**config.mk**
```make
export PLATFORM = sky130hd
export DESIGN_NAME = instr_cache_ctrl_flat
export DESIGN_NICKNAME = d
export VERILOG_FILES = /design/src/rtl/instr_cache_ctrl_if.sv /design/src/rtl/instr_cache_ctrl.sv /design/src/flat_wrapper.sv
export SDC_FILE = /design/constraint.sdc
export NUM_CORES = 2
export LEC_CHECK = 0
export ABC_AREA = 0
export CORE_MARGIN = 2
export CORE_UTILIZATION = 35
export DETAILED_ROUTE_END_ITERATION = 6
export PLACE_DENSITY = 0.55
export SLEW_MARGIN = 20
export SYNTH_ARGS = -nofsm -noshare
export SYNTH_HDL_FRONTEND = slang
export SYNTH_SLANG_ARGS = --single-unit
```
**constraint.sdc**
```tcl
create_clock -name clock -period 10.23 [get_ports clock]
set_input_delay 2.046 -clock clock [delete_from_list [all_inputs] [get_ports clock]]
set_output_delay 2.046 -clock clock [all_outputs]
set_load 0.02 [all_outputs]
```
**src/rtl/instr_cache_ctrl_if.sv**
```systemverilog
// Fetch-side and memory-side signals of the instruction cache controller.
// The cache itself connects through the slave modport.
interface instr_cache_ctrl_if;
  logic [31:0] pc;
  logic        flush;
  logic        hit;
  logic [31:0] instruction;
  logic        mem_req;
  logic [31:0] mem_addr;
  logic        mem_ready;
  logic [31:0] mem_rdata;

  modport master (
    output pc, flush, mem_ready, mem_rdata,
    input  hit, instruction, mem_req, mem_addr
  );

  modport slave (
    input  pc, flush, mem_ready, mem_rdata,
    output hit, instruction, mem_req, mem_addr
  );
endinterface

```
**src/rtl/instr_cache_ctrl.sv**
```systemverilog
// Direct-mapped read-only instruction cache; a miss stalls the PC and refills
// the whole line word by word over a request/ready handshake.
//   state  | meaning
//   LOOKUP | combinational tag compare on pc, start a fill on a miss
//   FILL   | fetching words of the latched line, hit forced low
module instr_cache_ctrl #(
  parameter int LINES          = 16,
  parameter int WORDS_PER_LINE = 4
) (
  input logic               clock,
  input logic               reset,
  instr_cache_ctrl_if.slave bus
);
  localparam int OFF_W  = $clog2(WORDS_PER_LINE);
  localparam int IDX_W  = $clog2(LINES);
  localparam int TAG_W  = 30 - OFF_W - IDX_W;
  localparam int BASE_W = 30 - OFF_W;
  localparam logic [OFF_W-1:0] LAST = OFF_W'(WORDS_PER_LINE - 1);

  localparam logic [0:0] LOOKUP = 1'b0;
  localparam logic [0:0] FILL   = 1'b1;

  logic [0:0]        state;
  logic [LINES-1:0]  valid;
  logic [TAG_W-1:0]  tag_array [LINES];
  logic [31:0]       data_array [LINES*WORDS_PER_LINE];
  logic [BASE_W-1:0] line_base;
  logic [OFF_W-1:0]  word_cnt;
  logic              mem_req_q;

  logic [OFF_W-1:0] pc_off;
  logic [IDX_W-1:0] pc_idx;
  logic [TAG_W-1:0] pc_tag;
  logic [IDX_W-1:0] fill_idx;
  logic [TAG_W-1:0] fill_tag;
  logic             lookup_hit;
  logic             word_wr;
  logic             line_done;

  assign pc_off   = bus.pc[OFF_W+1:2];
  assign pc_idx   = bus.pc[OFF_W+IDX_W+1:OFF_W+2];
  assign pc_tag   = bus.pc[31:OFF_W+IDX_W+2];
  assign fill_idx = line_base[IDX_W-1:0];
  assign fill_tag = line_base[BASE_W-1:IDX_W];

  assign lookup_hit = (state == LOOKUP) && valid[pc_idx] && (tag_array[pc_idx] == pc_tag);

  assign bus.hit         = lookup_hit;
  assign bus.instruction = lookup_hit ? data_array[{pc_idx, pc_off}] : 32'h0;
  assign bus.mem_req     = mem_req_q;
  assign bus.mem_addr    = {line_base, word_cnt, 2'b00};

  // Flush and reset both abort a fill, so neither may write the arrays.
  assign word_wr   = (state == FILL) && !reset && !bus.flush && bus.mem_ready;
  assign line_done = word_wr && (word_cnt == LAST);

  always_ff @(posedge clock) begin
    if (reset) begin
      state     <= LOOKUP;
      valid     <= '0;
      mem_req_q <= 1'b0;
      line_base <= '0;
      word_cnt  <= '0;
    end else begin
      case (state)
        LOOKUP: begin
          if (bus.flush) begin
            valid <= '0;
          end else if (!lookup_hit) begin
            line_base <= bus.pc[31:OFF_W+2];
            word_cnt  <= '0;
            mem_req_q <= 1'b1;
            state     <= FILL;
          end
        end
        FILL: begin
          if (bus.flush) begin
            valid     <= '0;
            mem_req_q <= 1'b0;
            state     <= LOOKUP;
          end else if (bus.mem_ready) begin
            if (word_cnt == LAST) begin
              valid[fill_idx] <= 1'b1;
              mem_req_q       <= 1'b0;
              state           <= LOOKUP;
            end else begin
              word_cnt <= word_cnt + OFF_W'(1);
            end
          end
        end
        default: state <= LOOKUP;
      endcase
    end
  end

  // Storage arrays carry no reset; valid bits alone qualify their contents.
  always_ff @(posedge clock) begin
    if (word_wr) data_array[{fill_idx, word_cnt}] <= bus.mem_rdata;
    if (line_done) tag_array[fill_idx] <= fill_tag;
  end
endmodule
```
**src/flat_wrapper.sv**
```systemverilog
// flat-port wrapper written by rule: the top's interface ports become plain ports
module instr_cache_ctrl_flat 
#(
  parameter int LINES          = 16,
  parameter int WORDS_PER_LINE = 4
)
  (clock, reset, bus_pc, bus_flush, bus_mem_ready, bus_mem_rdata, bus_hit, bus_instruction, bus_mem_req, bus_mem_addr);
  instr_cache_ctrl_if bus_i ();
  input logic clock;
  input logic reset;
  input wire logic [$bits(bus_i.pc)-1:0] bus_pc;
  input wire logic [$bits(bus_i.flush)-1:0] bus_flush;
  input wire logic [$bits(bus_i.mem_ready)-1:0] bus_mem_ready;
  input wire logic [$bits(bus_i.mem_rdata)-1:0] bus_mem_rdata;
  output wire logic [$bits(bus_i.hit)-1:0] bus_hit;
  output wire logic [$bits(bus_i.instruction)-1:0] bus_instruction;
  output wire logic [$bits(bus_i.mem_req)-1:0] bus_mem_req;
  output wire logic [$bits(bus_i.mem_addr)-1:0] bus_mem_addr;
  assign bus_i.pc = bus_pc;
  assign bus_i.flush = bus_flush;
  assign bus_i.mem_ready = bus_mem_ready;
  assign bus_i.mem_rdata = bus_mem_rdata;
  assign bus_hit = bus_i.hit;
  assign bus_instruction = bus_i.instruction;
  assign bus_mem_req = bus_i.mem_req;
  assign bus_mem_addr = bus_i.mem_addr;
  instr_cache_ctrl #(.LINES(LINES), .WORDS_PER_LINE(WORDS_PER_LINE)) u_core (.clock(clock), .reset(reset), .bus(bus_i));
endmodule
```
### Yosys cells after proc, flatten, opt, wreduce, memory -nomap -nowiden

Memory sizes are Yosys's and may differ from the RTL's.
Cells that the tools add are included.

| storage, ports and cells | value |
|---|---|
| register bits after elaboration | 48 |
| latch bits | 0 |
| memory bits (writable) | 2432 |
| ROM bits | 0 |
| input port bits | 68 |
| output and inout bits | 66 |
| logic and storage cells | 70 |
| memories kept | 2 |

| operators by class | value |
|---|---|
| add/subtract/negate cells | 1 |
| multiply operators | 0 |
| div/mod/pow operators | 0 |
| magnitude comparators | 3 |
| equal/unequal tests | 10 |
| shifts and indexed selects | 0 |
| mux-type cells | 32 |
| bitwise operators | 4 |
| reduce and logical (&&, ||, !) cells | 13 |

Memories:

| name | depth | bits a word | rd ports | clocked after memory_dff | write ports | line | text |
|---|---|---|---|---|---|---|---|
| u_core.data_array | 64 | 32 | 1 | 0 | 1 | instr_cache_ctrl.sv:26 | `logic [31:0] data_array [LINES*WORDS_PER_LINE];` |
| u_core.tag_array | 16 | 24 | 1 | 0 | 1 | instr_cache_ctrl.sv:25 | `logic [TAG_W-1:0] tag_array [LINES];` |

Operator list:

| kind | count |
|---|---|
| $mux W16 | 4 |
| $mux W32 | 1 |
| $pmux W16 S2 | 1 |
| $eq A24 B24 Y1 | 1 |
| $mux W1 | 16 |
| $or A16 B16 Y16 | 1 |
| $ne A2 B2 Y1 const B | 6 |
| $lt A4 B5 Y1 const B | 2 |
| $mux W2 | 5 |
| $logic_and A1 B1 Y1 | 7 |
| $ne A3 B3 Y1 const B | 2 |
| $reduce_and A3 Y1 | 2 |
| $reduce_and A5 Y1 | 1 |
| $bmux W1 S4 | 1 |
| $demux W1 S4 | 1 |
| $ge A4 B1 Y1 const B | 1 |
| $pmux W1 S2 | 2 |
| $pmux W2 S2 | 1 |
| $reduce_and A4 Y1 | 1 |
| $not A1 Y1 | 3 |
| $add A2 B1 Y2 const B | 1 |
| $eq A2 B2 Y1 const B | 1 |
| $logic_not A1 Y1 | 2 |

### Logic depth before layout (Yosys ltp)

| logic depth | value |
|---|---|
| depth after elaboration | 9 |
| mapped depth | 14 |
| gate-level depth less buffers | 8 |

### Least setup slack after synthesis

No wires, ideal clock.

| timing path | value |
|---|---|
| path type | input to output |
| start point | in bus_pc[4] |
| end point | out bus_instruction[14] |
| arrival | 5007 ps |
| required time | 8184 ps |
| slack | 3177 ps |
| stages on the path | 11 |
| path buffers | 3 |
| path through | buf_6 buf_12 mux4_2 or2_1 a21oi_2 o221ai_1 mux4_2 nor4b_4 nand2_2 buf_2 a311oi_1 |

| between the ends | value |
|---|---|
| longest elaborated chain between the ends | 5 |
| elaborated cells on any way between the ends | 8 |
| those cells by class | eq/ne (1); mux (3); reduce/logical (2); memory (2) |

Ends and longest elaborated chain:

| element | line | text |
|---|---|---|
| from (decl) | flat_wrapper.sv:11 | `input wire logic [$bits(bus_i.pc)-1:0] bus_pc;` |
| parallel branches: the longest is 4 deep, another holds $mem_v2 Z16 W24 | n/a |  |
| $mux W32 * | instr_cache_ctrl.sv:49 | `assign bus.instruction = lookup_hit ? data_array[{pc_idx, pc_off}] : 32'h0;` |
| to (decl) | flat_wrapper.sv:16 | `output wire logic [$bits(bus_i.instruction)-1:0] bus_instruction;` |

Mark *: on every way between the ends. The select of a mux whose other input is x is not followed.

### Worst setup path in the final report

| timing path | value |
|---|---|
| start point | in bus_pc[4] |
| end point | out bus_instruction[7] |

The elaborated chain is that of the path after synthesis.

==> summary.txt <==
Run
  – Max-cap viol count: 0

Synthesis
  – Arithmetic-cell share of the synthesized area counting full adders, half adders and majority gates: 0.000131
  – Top-area cell type share of the netlist area: 0.766
  – Post-synth design cell area: 95400 um2
  – Number of storage elements in the synthesis netlist: 2480
  – Count of unique library cells instantiated by Yosys: 65
  – Largest family of logic cells by synthesized area: multiplexers
  – Warning count from the yosys run: 0
  – Post-Synth Simple-Gate Area: 0.0174
  – Synth Flop Type: sky130_fd_sc_hd__edfxtp_1
  – Number of synthesized flops with an enable pin: 2432
  – Synth Area in Compound Gates: 0.00895
  – Cell types occupying the most area after synthesis: sky130_fd_sc_hd__edfxtp_1, sky130_fd_sc_hd__mux4_2, sky130_fd_sc_hd__mux2i_1
  – Post-synthesis cell count: 4020
  – Post-synthesis mux area share: 0.184
  – Sequential share of the synthesized area: 0.776
  – Post-synth top area cell: sky130_fd_sc_hd__edfxtp_1
  – Synthesized-area fraction occupied by xor and xnor cells: 0.00275
  – Async set or reset register ratio after synthesis: 0
  – Average cell area after synthesis: 23.7 um2

Critical path
  – Critical path's top delay family: buffers and inverters
  – Type of origin of the critical path: primary input
  – Library cell appearing most often on the critical path: sky130_fd_sc_hd__buf_4
  – Stage delay of the slowest cell on the critical path: 800 ps
  – Start of the worst register-to-register path: u_core.state
  – Worst Path Max Fanout: 57
  – Worst Path Class, Setup: in2out
  – WP data required: 8180 ps
  – Crit path arrival time: between 7000 and 8000 ps
  – Worst reg2reg setup slack: around 6500 ps
  – Combined buffer and inverter count along the critical path: 4
  – Timing startpoint of the critical path: bus_pc[4]
  – Critical path cell sequence: buf_8 > buf_4 > mux4_2 > xor2_1 > a31oi_1 > nand4_1 > nor4_4 > buf_4 > nand2_2 > a311oi_1 > clkdlybuf4s50_1
  – CP max stage cell: sky130_fd_sc_hd__a311oi_1
  – Nature of the critical path endpoint: primary output

Worst hold path
  – Hold Path Origin: u_core.valid[5]
  – Classification of the worst-slack hold path: reg2reg

Layout
  – Commonest cells after routing, fill and taps aside: sky130_fd_sc_hd__edfxtp_1, sky130_fd_sc_hd__mux4_2, sky130_fd_sc_hd__clkbuf_16
  – Non-filler cells in the finished layout: 8092
  – Leading cell type in the layout, fill and taps excluded: sky130_fd_sc_hd__edfxtp_1
  – Number of fill cells: around 24000
  – Layout cells sized above 1: 0.298
  – Final Core Density: 0.404
  – Layout Area Growth over Synthesis: 14.8%
  – Nets: 4395

Floorplan
  – Horiz. Die Dim: 526 um
  – Placeable Area: roughly 270000 um2
  – Starting Density: 0.352
  – Count of pins on the block boundary: ~130
  – Die extent in y: 526 um
  – Die footprint: ~280000 um2
  – # rows: approximately 190

Power and ir drop
  – Comb power frac: 0.046
  – Int Pwr: 0.0164 W
  – Switching Share: 0.210
  – Relative contribution of the clock network to total power: 0.414
  – Power per Cell Area: 190 nW/um2
  – Sequential fraction of design power: 0.539
  – Power spent charging and discharging nets: 0.00435 W
  – Highest ir drop seen on vdd: 0.154 mV
  – Leakage power total: between 30 and 40 nW

Route
  – Detailed-route via count: 44946
  – Vias per cell: ~5.6
  – Post-route ant nets: 0
  – Violation count after the first detailed-route iteration: 5179
  – Remaining design rule violation count: 0
  – First-pass iteration count of the detailed router: 5
  – Detailed Route WL: 257000 um
  – Detail-routed net length per standard cell: approximately 32 um

Clocking
  – Clock-pin transition on the worst setup and hold timing paths: 60 ps
  – Setup fix buffers added after clock tree synthesis: 0
  – Number of sinks handled by clock tree synthesis: between 2000 and 2500
  – Clock insertion delay at the later pin of the skew report: roughly 930 ps
  – TritonCTS clock tree: done
  – Cts bufs inserted: 244
  – H-tree Lvls: 4
  – CTS Hold Buffers Added: 0
  – Root buffer cell: sky130_fd_sc_hd__clkbuf_16
  – Maximum root-to-sink buffer count: 4
  – PostCTS Resize Cnt: 0

STA
  – Setup violation total in the final timing report: 0
  – Actual slew at the worst max-slew pin: about 1100 ps
  – Final critical delay including setup and external delays: 9220 ps
  – Setup repair after global routing missed its margin: no
  – Largest clock skew in the final design: 71.0 ps
  – Max-slew violation total from the final report: 0
  – Setup TNS after final layout: 0 ps
  – Final cycle utilization of the critical path: 0.901
  – PnR worst setup slack: approximately 1000 ps
  – Upper clock frequency limit: 109 MHz
  – Worst relative slew slack: 0.272
  – Final hold violations: 0

Placed design
  – GP Congestion: 0.759
  – Placed Cells: between 7000 and 8000
  – Worst Setup Slack post-DPL: 1080 ps
  – HPWL after DPL: roughly 130000 um
  – IO Port Bufs: 129

Global route
  – Vias in the first global route: 45205
  – Largest net degree at the start of global routing: 96
  – Antenna violations before repair: 10
  – All-layer global routing usage: 0.182
  – Global-route wire length before repair: about 360000 um
  – Total overflow reported by the global router: 0

Outcome
  – Outcome: completed
-- cell families after synthesis --
group	Yosys count
AOI/OAI and AO/OA	117
xor gates and xnor gates	30
adders and majority gates	1
buffers and inverters	233
DFF	2480
muxes	836
other	1
and+or+nand+nor	322
-- final cells by class --
type                            instances  area (um2)  area share
Multi-Input combinational cell       1308       21000       0.192
Antenna cell                            3        7.51   0.0000686
Clock inverter                        121         985     0.00899
Clock buffer                          318        6540      0.0597
Sequential cell                      2480       74000       0.676
Timing Repair Buffer                  282        2490      0.0228
Inverter                               10        50.0    0.000457
Tap cell                             3570        4470      0.0408
-- power groups by stage --
stage,sequential (W),combinational (W),clock (W)
floorplan,0.0114,0.000550,0
global placement,0.0114,0.000962,0
detailed placement,0.0114,0.000976,0
CTS,0.0112,0.000978,0.00878
global route,0.0112,0.00102,0.00915
finish,0.0112,0.000961,0.00860
-- metrics by stage --
step | cell area, um2 | hold WS (ps) | total power (W)
after global placement | 102000 | 449 | 0.0124
final | 110000 | 475 | 0.0208
after global routing | 110000 | 499 | 0.0214
after detailed placement | 102000 | 459 | 0.0124
after floorplan | 95400 | 431 | 0.0120
after CTS | 109000 | 472 | 0.0210
-- Yosys cell counts, types with 5 or more instances --
cell	instances
sky130_fd_sc_hd__buf_4	14
sky130_fd_sc_hd__inv_1	10
sky130_fd_sc_hd__nand4_1	5
sky130_fd_sc_hd__nor2b_1	6
sky130_fd_sc_hd__a21oi_1	22
sky130_fd_sc_hd__nor2_1	109
sky130_fd_sc_hd__nor3_1	6
sky130_fd_sc_hd__and3_1	24
sky130_fd_sc_hd__a311oi_1	16
sky130_fd_sc_hd__a22o_1	5
sky130_fd_sc_hd__o21ai_0	8
sky130_fd_sc_hd__nand2_1	51
sky130_fd_sc_hd__clkbuf_1	128
sky130_fd_sc_hd__dfxtp_1	48
sky130_fd_sc_hd__nand3_1	7
sky130_fd_sc_hd__xor2_1	6
sky130_fd_sc_hd__mux4_2	735
sky130_fd_sc_hd__buf_2	34
sky130_fd_sc_hd__buf_1	39
sky130_fd_sc_hd__nand2b_1	58
sky130_fd_sc_hd__mux2i_1	100
sky130_fd_sc_hd__nor4_1	7
sky130_fd_sc_hd__edfxtp_1	2432
sky130_fd_sc_hd__xnor2_1	24
sky130_fd_sc_hd__a22oi_1	17
sky130_fd_sc_hd__a211oi_1	19
sky130_fd_sc_hd__and2_1	18
-- registers in the layout (all words and copies together) (netlist names) --
| register | cells |
|---|---|
| u_core.data_array | 2048 |
| u_core.tag_array | 384 |
| u_core.line_base | 28 |
| u_core.valid | 16 |
| u_core.word_cnt | 2 |
| u_core.bus.mem_req | 1 |
| u_core.state | 1 |
-- tightest hold or removal path: stages (launching register included) --
cell,delay [ps]
sky130_fd_sc_hd__dfxtp_1,330
sky130_fd_sc_hd__a21oi_1,40
sky130_fd_sc_hd__nor2_1,70
-- final timing paths --
check / depth (start not counted) / end
worst min register to register: 2 / u_core.valid[5]
worst max register to register: 5 / u_core.data_array[44][2]
worst min-delay path: 2 / u_core.valid[5]
worst max-delay path: 11 / bus_instruction[7]
-- routing by layer --
| layer | GRT usage | part of all wire | vias up |
|---|---|---|---|
| met2 | 0.298 | 0.49 | 1616 |
| li1 | - | - | 17855 |
| met4 | 0.0480 | 0.026 | 0 |
| met5 | 0 | 0 | - |
| met1 | 0.256 | 0.43 | 25108 |
| met3 | 0.0262 | 0.062 | 367 |
(Power assumes the default switching activity.)
